$ cat config.mk
export PLATFORM = sky130hd
export DESIGN_NAME = abl_seq_flat
export DESIGN_NICKNAME = d
export VERILOG_FILES = /design/src/rtl/abl_seq_if.sv /design/src/rtl/abl_seq.sv /design/src/flat_wrapper.sv
export SDC_FILE = /design/constraint.sdc
export NUM_CORES = 1
export LEC_CHECK = 0
export ABC_AREA = 0
export BUFFER_PORTS_ARGS = -buffer_cell sky130_fd_sc_hd__buf_2
export CORE_ASPECT_RATIO = 1.25
export CORE_MARGIN = 5
export CORE_UTILIZATION = 53
export CTS_CLUSTER_SIZE = 28
export DETAILED_ROUTE_END_ITERATION = 10
export GPL_ROUTABILITY_DRIVEN = 0
export PLACE_DENSITY = 0.83
export SKIP_LAST_GASP = 1
export SYNTH_ARGS = -nofsm -noshare
export SYNTH_HDL_FRONTEND = slang
export SYNTH_SLANG_ARGS = --single-unit
$ cat constraint.sdc
create_clock -name clk -period 2.8 [get_ports clk]
set_input_delay 0.42 -clock clk [delete_from_list [all_inputs] [get_ports clk]]
set_output_delay 0.42 -clock clk [all_outputs]
set_load 0.005 [all_outputs]
$ cat src/rtl/abl_seq_if.sv
// Bundle between the microcode decoder / ABL datapath and the addressing-mode sequencer.
// master drives the decoder-side inputs and observes the strobes; slave is the sequencer.
interface abl_seq_if;
   logic       rdy;
   logic       start;
   logic [1:0] mode;
   logic       idx_en;
   logic       idx_sel;
   logic       take;
   logic       db7;
   logic       CO;
   logic [4:0] abl_op;
   logic       abl_ci;
   logic [1:0] reg_sel;
   logic       ld_ahl;
   logic       ld_pc;
   logic       inc_pc;
   logic [1:0] abh_fix;
   logic       busy;
   logic       done;
   logic [3:0] dbg_state;

   // Handshake: a sequence is accepted when start=1 and rdy=1 while busy=0;
   // rdy=0 freezes the sequencer and forces all strobes to their idle values.
   modport master (
      output rdy, start, mode, idx_en, idx_sel, take, db7, CO,
      input  abl_op, abl_ci, reg_sel, ld_ahl, ld_pc, inc_pc, abh_fix, busy, done, dbg_state
   );

   modport slave (
      input  rdy, start, mode, idx_en, idx_sel, take, db7, CO,
      output abl_op, abl_ci, reg_sel, ld_ahl, ld_pc, inc_pc, abh_fix, busy, done, dbg_state
   );
endinterface

$ cat src/rtl/abl_seq.sv
// Addressing-mode sequencer for the address-bus-low unit: walks ZP/ABS/BRANCH/IMM
// sequences, inserting a page-fix cycle when the ABL adder crosses a page boundary.
module abl_seq (
   input  logic     clk,
   input  logic     RST,
   abl_seq_if.slave bus
);

   typedef enum logic [3:0] {
      S_IDLE, S_OPND1, S_OPND2, S_ZPA, S_ABSA, S_BRT, S_BRN, S_FIX, S_RESTORE, S_INEXT
   } state_e;

   localparam logic [1:0] M_ZP  = 2'b00;
   localparam logic [1:0] M_ABS = 2'b01;
   localparam logic [1:0] M_IMM = 2'b11;

   localparam logic [4:0] OP_HOLD    = 5'b01000;
   localparam logic [4:0] OP_ZPA     = 5'b00110;
   localparam logic [4:0] OP_ABSA    = 5'b00111;
   localparam logic [4:0] OP_BR      = 5'b01010;
   localparam logic [4:0] OP_RESTORE = 5'b00000;

   state_e     state_q, state_d;
   logic [1:0] mode_q, mode_d;
   logic       idx_en_q, idx_en_d;
   logic       idx_sel_q, idx_sel_d;
   logic       take_q, take_d;
   logic [1:0] fix_q, fix_d;

   logic [4:0] op;
   logic       ci, ahl, ldpc, incpc, dn;
   logic [1:0] rsel, fix;
   logic [1:0] idx_rsel;

   assign idx_rsel = idx_en_q ? {1'b0, idx_sel_q} : 2'b11;

   always_comb begin
      state_d   = state_q;
      mode_d    = mode_q;
      idx_en_d  = idx_en_q;
      idx_sel_d = idx_sel_q;
      take_d    = take_q;
      fix_d     = fix_q;
      if (bus.rdy) begin
         case (state_q)
            S_IDLE: begin
               if (bus.start) begin
                  state_d   = S_OPND1;
                  mode_d    = bus.mode;
                  idx_en_d  = bus.idx_en;
                  idx_sel_d = bus.idx_sel;
                  take_d    = bus.take;
                  fix_d     = 2'b00;
               end
            end
            S_OPND1: begin
               case (mode_q)
                  M_ZP:    state_d = S_ZPA;
                  M_ABS:   state_d = S_OPND2;
                  M_IMM:   state_d = S_INEXT;
                  default: state_d = take_q ? S_BRT : S_BRN;
               endcase
            end
            S_OPND2: state_d = S_ABSA;
            S_ZPA:   state_d = S_RESTORE;
            S_ABSA: begin
               if (bus.CO) begin
                  state_d = S_FIX;
                  fix_d   = 2'b01;
               end else begin
                  state_d = S_RESTORE;
               end
            end
            // A branch crosses a page when the carry disagrees with the offset sign.
            S_BRT: begin
               if (bus.CO != bus.db7) begin
                  state_d = S_FIX;
                  fix_d   = bus.CO ? 2'b01 : 2'b10;
               end else begin
                  state_d = S_IDLE;
               end
            end
            S_FIX:   state_d = (mode_q == M_ABS) ? S_RESTORE : S_IDLE;
            default: state_d = S_IDLE;
         endcase
      end
   end

   always_ff @(posedge clk) begin
      if (RST) begin
         state_q   <= S_IDLE;
         mode_q    <= 2'b00;
         idx_en_q  <= 1'b0;
         idx_sel_q <= 1'b0;
         take_q    <= 1'b0;
         fix_q     <= 2'b00;
      end else begin
         state_q   <= state_d;
         mode_q    <= mode_d;
         idx_en_q  <= idx_en_d;
         idx_sel_q <= idx_sel_d;
         take_q    <= take_d;
         fix_q     <= fix_d;
      end
   end

   // Strobes are gated by rdy so a stalled cycle never loads or completes anything.
   always_comb begin
      op    = OP_HOLD;
      ci    = 1'b0;
      rsel  = 2'b11;
      ahl   = 1'b0;
      ldpc  = 1'b0;
      incpc = 1'b0;
      fix   = 2'b00;
      dn    = 1'b0;
      if (bus.rdy) begin
         case (state_q)
            S_OPND1: begin
               ci = 1'b1; ldpc = 1'b1; incpc = 1'b1;
            end
            S_OPND2: begin
               ci = 1'b1; ahl = 1'b1; ldpc = 1'b1; incpc = 1'b1;
            end
            S_ZPA: begin
               op = OP_ZPA; rsel = idx_rsel;
            end
            S_ABSA: begin
               op = OP_ABSA; rsel = idx_rsel;
            end
            S_BRT: begin
               op = OP_BR; ci = 1'b1; dn = (bus.CO == bus.db7);
            end
            S_BRN: begin
               ci = 1'b1; dn = 1'b1;
            end
            S_FIX: begin
               fix = fix_q; dn = (mode_q != M_ABS);
            end
            S_RESTORE: begin
               op = OP_RESTORE; ci = 1'b1; dn = 1'b1;
            end
            S_INEXT: begin
               ci = 1'b1; ldpc = 1'b1; incpc = 1'b1; dn = 1'b1;
            end
            default: ;
         endcase
      end
   end

   assign bus.abl_op    = op;
   assign bus.abl_ci    = ci;
   assign bus.reg_sel   = rsel;
   assign bus.ld_ahl    = ahl;
   assign bus.ld_pc     = ldpc;
   assign bus.inc_pc    = incpc;
   assign bus.abh_fix   = fix;
   assign bus.done      = dn;
   assign bus.busy      = (state_q != S_IDLE);
   assign bus.dbg_state = state_q;

endmodule

$ cat src/flat_wrapper.sv
// flat-port wrapper written by rule: the top's interface ports become plain ports
module abl_seq_flat 
  (clk, RST, bus_rdy, bus_start, bus_mode, bus_idx_en, bus_idx_sel, bus_take, bus_db7, bus_CO, bus_abl_op, bus_abl_ci, bus_reg_sel, bus_ld_ahl, bus_ld_pc, bus_inc_pc, bus_abh_fix, bus_busy, bus_done, bus_dbg_state);
  abl_seq_if bus_i ();
  input  logic clk;
  input  logic RST;
  input wire logic [$bits(bus_i.rdy)-1:0] bus_rdy;
  input wire logic [$bits(bus_i.start)-1:0] bus_start;
  input wire logic [$bits(bus_i.mode)-1:0] bus_mode;
  input wire logic [$bits(bus_i.idx_en)-1:0] bus_idx_en;
  input wire logic [$bits(bus_i.idx_sel)-1:0] bus_idx_sel;
  input wire logic [$bits(bus_i.take)-1:0] bus_take;
  input wire logic [$bits(bus_i.db7)-1:0] bus_db7;
  input wire logic [$bits(bus_i.CO)-1:0] bus_CO;
  output wire logic [$bits(bus_i.abl_op)-1:0] bus_abl_op;
  output wire logic [$bits(bus_i.abl_ci)-1:0] bus_abl_ci;
  output wire logic [$bits(bus_i.reg_sel)-1:0] bus_reg_sel;
  output wire logic [$bits(bus_i.ld_ahl)-1:0] bus_ld_ahl;
  output wire logic [$bits(bus_i.ld_pc)-1:0] bus_ld_pc;
  output wire logic [$bits(bus_i.inc_pc)-1:0] bus_inc_pc;
  output wire logic [$bits(bus_i.abh_fix)-1:0] bus_abh_fix;
  output wire logic [$bits(bus_i.busy)-1:0] bus_busy;
  output wire logic [$bits(bus_i.done)-1:0] bus_done;
  output wire logic [$bits(bus_i.dbg_state)-1:0] bus_dbg_state;
  assign bus_i.rdy = bus_rdy;
  assign bus_i.start = bus_start;
  assign bus_i.mode = bus_mode;
  assign bus_i.idx_en = bus_idx_en;
  assign bus_i.idx_sel = bus_idx_sel;
  assign bus_i.take = bus_take;
  assign bus_i.db7 = bus_db7;
  assign bus_i.CO = bus_CO;
  assign bus_abl_op = bus_i.abl_op;
  assign bus_abl_ci = bus_i.abl_ci;
  assign bus_reg_sel = bus_i.reg_sel;
  assign bus_ld_ahl = bus_i.ld_ahl;
  assign bus_ld_pc = bus_i.ld_pc;
  assign bus_inc_pc = bus_i.inc_pc;
  assign bus_abh_fix = bus_i.abh_fix;
  assign bus_busy = bus_i.busy;
  assign bus_done = bus_i.done;
  assign bus_dbg_state = bus_i.dbg_state;
  abl_seq u_core (.clk(clk), .RST(RST), .bus(bus_i));
endmodule
==> summary.md <==
| Metric | Value |
|---|---|
| Crit path arrival time | 1.87 ns |
| Lkg Pwr | about 0.47 nW |
| Fraction of layout cells with a size suffix above 1 | 24.09% |
| Crit share post-route | roughly four fifths |
| Synth Net Count | 131 |
| Clock Tree Buf Depth | 2 |
| HP Class | in2reg |
| Crit Path Max Fanout | 20 |
| RSZ-0062 raised after global routing | false |
| Pwr dens | 355.7 nW/um2 |
| HP Start | bus_take |
| Synthesized area | 894.6 um2 |
| Die outline width | around 47 um |
| Hold Path End | u_core.take_q |
| Number of synthesized register bits | 11 |
| Site row count | 16 |
| Reg2Reg Setup Slack | 0.81 ns |
| Commonest cells after routing, fill and taps aside | buf_2, dfxtp_1, nand2_1 |
| Post-synth top area share | 24.62% |
| Initial Util | between 50% and 60% |
| Largest net degree at the start of global routing | 21 |
| Post-cts hold buffer count | 0 |
| Worst hold path stage count | 3 |
| Vias | ~920 |
| Pre-antenna DRT Iters | 4 |
| Avg WL per Cell | between 10 and 15 um |
| Slew Limit Fails | 0 |
| CTS H-Tree Depth | 1 |
| Post-layout min period | 2.294 ns |
| CP endpoint kind | output pin |
| Root Driver | clkbuf_4 |
| Commonest non-fill, non-tap cell in the layout | buf_2 |
| Post-CTS Repair Setup Buffers | 0 |
| Cell variety after synth | 39 |
| Clock sink total | 11 |
| Final hold viol count | 0 |
| WP data required | 2.38 ns |
| Setup violations, final | 0 |
| Worst skew pair latency | roughly 0.28 ns |
| Top FF cell, synth | dfxtp_1 |
| Congestion Overflow GR | 0 |
| Total core area | about 1600 um2 |
| Vias in the first global route | 904 |
| Area grow syn2layout | 15.11% |
| Post-DRT Antenna Nets | 0 |
| Post-CTS sizing | 0 |
| Post-Synthesis Cells | 116 |
| Worst R2R End | u_core.fix_q[1] |
| Post-synth ARST share | 0% |
| Worst Max-Slew Pin Slew | 0.8190 ns |
| Worst slack, placed | 0.8329 ns |
| Yosys warns | 0 |
| Number of I/O pins | 30 |
| Die Area | 2615 um2 |
| TritonCTS Buffers | 3 |
| Total GRT Usage | 17.77% |
| Synth area leader | dfxtp_1 |
| Startpoint types | register |
| Initial drt markers | 25 |
| Drt total wl | 2.115 mm |
| Setup TNS | 0 ns |
| Peak supply drop | 270.3 uV |
| Final worst setup slack | 0.5062 ns |
| Port Buf Inserts | 28 |
| Via density | 5.961 |
| Reg2Reg Depth | 4 |
| Hpwl dp | 1.593 mm |
| Fmax | 0.4360 GHz |
| Layout Nets | 153 |
| Worst setup path class | reg2out |
| # DRC | 0 |
| CTS tree | built |
| Max-slew headroom | 44.68% |
| Status | finished clean |
| Antenna fix cells | 0 |
| Ranking of synthesized cells by area | dfxtp_1, mux2i_1, ha_1, o21ai_0, nand2_1 |
| RR Startpoint | u_core.bus.dbg_state[2] |
| Initial antenna violation count | 0 |
| First-pass GRT wire length | 3.670 mm |
| Mean post-synth cell area | 7.712 um2 |
| Max-cap violations | 0 |
| Number of synthesized flops with an enable pin | 0 |
| Clk_skew | 0.004175 ns |
| Die Ht | 55.94 um |
| Reg clk slew, reported paths | approximately 0.08 ns |
| Register area share after synthesis | 24.62% |
[area by class of cell]
class / instances / area (um2)
Clock inverter: 1 / 5.005
Fill cell: 148 / 551.8
Sequential cell: 11 / 220.2
Inverter: 3 / 11.26
Timing Repair Buffer: 28 / 140.1
Tap cell: 18 / 22.52
Multi-Input combinational cell: 91 / 608.1
Clock buffer: 3 / 22.52
[metal layers]
layer	GRT usage, %	up-vias	share of wire (%)
met5	0	-	0
met1	19.38	437	39
met4	4.348	0	0.61
met3	4.854	2	7.6
li1	-	447	-
met2	32.09	38	53
[through the flow]
step           instance area [um2]  util (%)  power, mW  hold slack (ns)  cells
2_1_floorplan                894.6         -     0.2279           0.4447    116
3_3_place_gp                  1002     63.37     0.2488           0.4675    151
3_5_place_dp                  1002     63.37     0.2518           0.4764    151
4_1_cts                       1030     65.11     0.3655           0.3749    155
5_1_grt                       1030     65.11     0.3876           0.3662    155
6_report                      1030     65.11     0.3663           0.3694    155
[kinds of logic after synthesis]
| family | synth area share [%] |
|---|---|
| mux | 7.832 |
| xor+xnor | 0.9792 |
| compound gates | 22.38 |
| flops | 24.62 |
| other cells | 0.4192 |
| buf+inv | 7.412 |
| fa+ha+maj | 5.595 |
| simple gates | 30.77 |
[how the worst max path moves through the flow]
| stage | start | to | slack, ns | cells past startpoint |
|---|---|---|---|---|
| floorplan | u_core.bus.dbg_state[1] | bus_ld_pc | 1.01 | 5 |
| global placement | u_core.bus.dbg_state[2] | u_core.fix_q[1] | 0.87 | 4 |
| detailed placement | u_core.bus.dbg_state[2] | bus_done | 0.83 | 5 |
| CTS | u_core.bus.dbg_state[2] | bus_done | 0.52 | 5 |
| global route | u_core.bus.dbg_state[2] | bus_done | 0.28 | 5 |
| finish | u_core.bus.dbg_state[2] | bus_done | 0.51 | 5 |
[power breakdown]
| part | internal [mW] | switching [mW] |
|---|---|---|
| registers | 0.162 | 0.0124 |
| clock network | 0.0531 | 0.0650 |
| logic | 0.0341 | 0.0391 |
[cell usage after synthesis, types with 2 or more instances]
library cell	number
nor2b_1	6
mux2i_1	7
o31ai_1	2
and3_1	4
a21oi_1	3
and2_1	5
buf_4	3
or4_1	2
nand2_1	10
nand3_1	3
ha_1	4
and2b_1	2
nor2_1	9
o41ai_1	2
inv_1	3
nand2b_1	3
a22o_1	4
buf_2	2
clkbuf_1	5
dfxtp_1	11
o21ai_0	8
[critical path, stage by stage, from the launching register on]
cell and delay, ns:
dfxtp_1 0.69, nor2b_1 0.37, a31oi_1 0.12, o21ai_0 0.17, and2_1 0.14, buf_2 0.10
[state kept, by name (all words and copies together), names as in the netlist]
register	flops
u_core.fix_q	2
u_core.bus.dbg_state	4
u_core.take_q	1
u_core.mode_q	2
u_core.idx_en_q	1
u_core.idx_sel_q	1
Note: power is estimated with default switching activity, not from simulation.
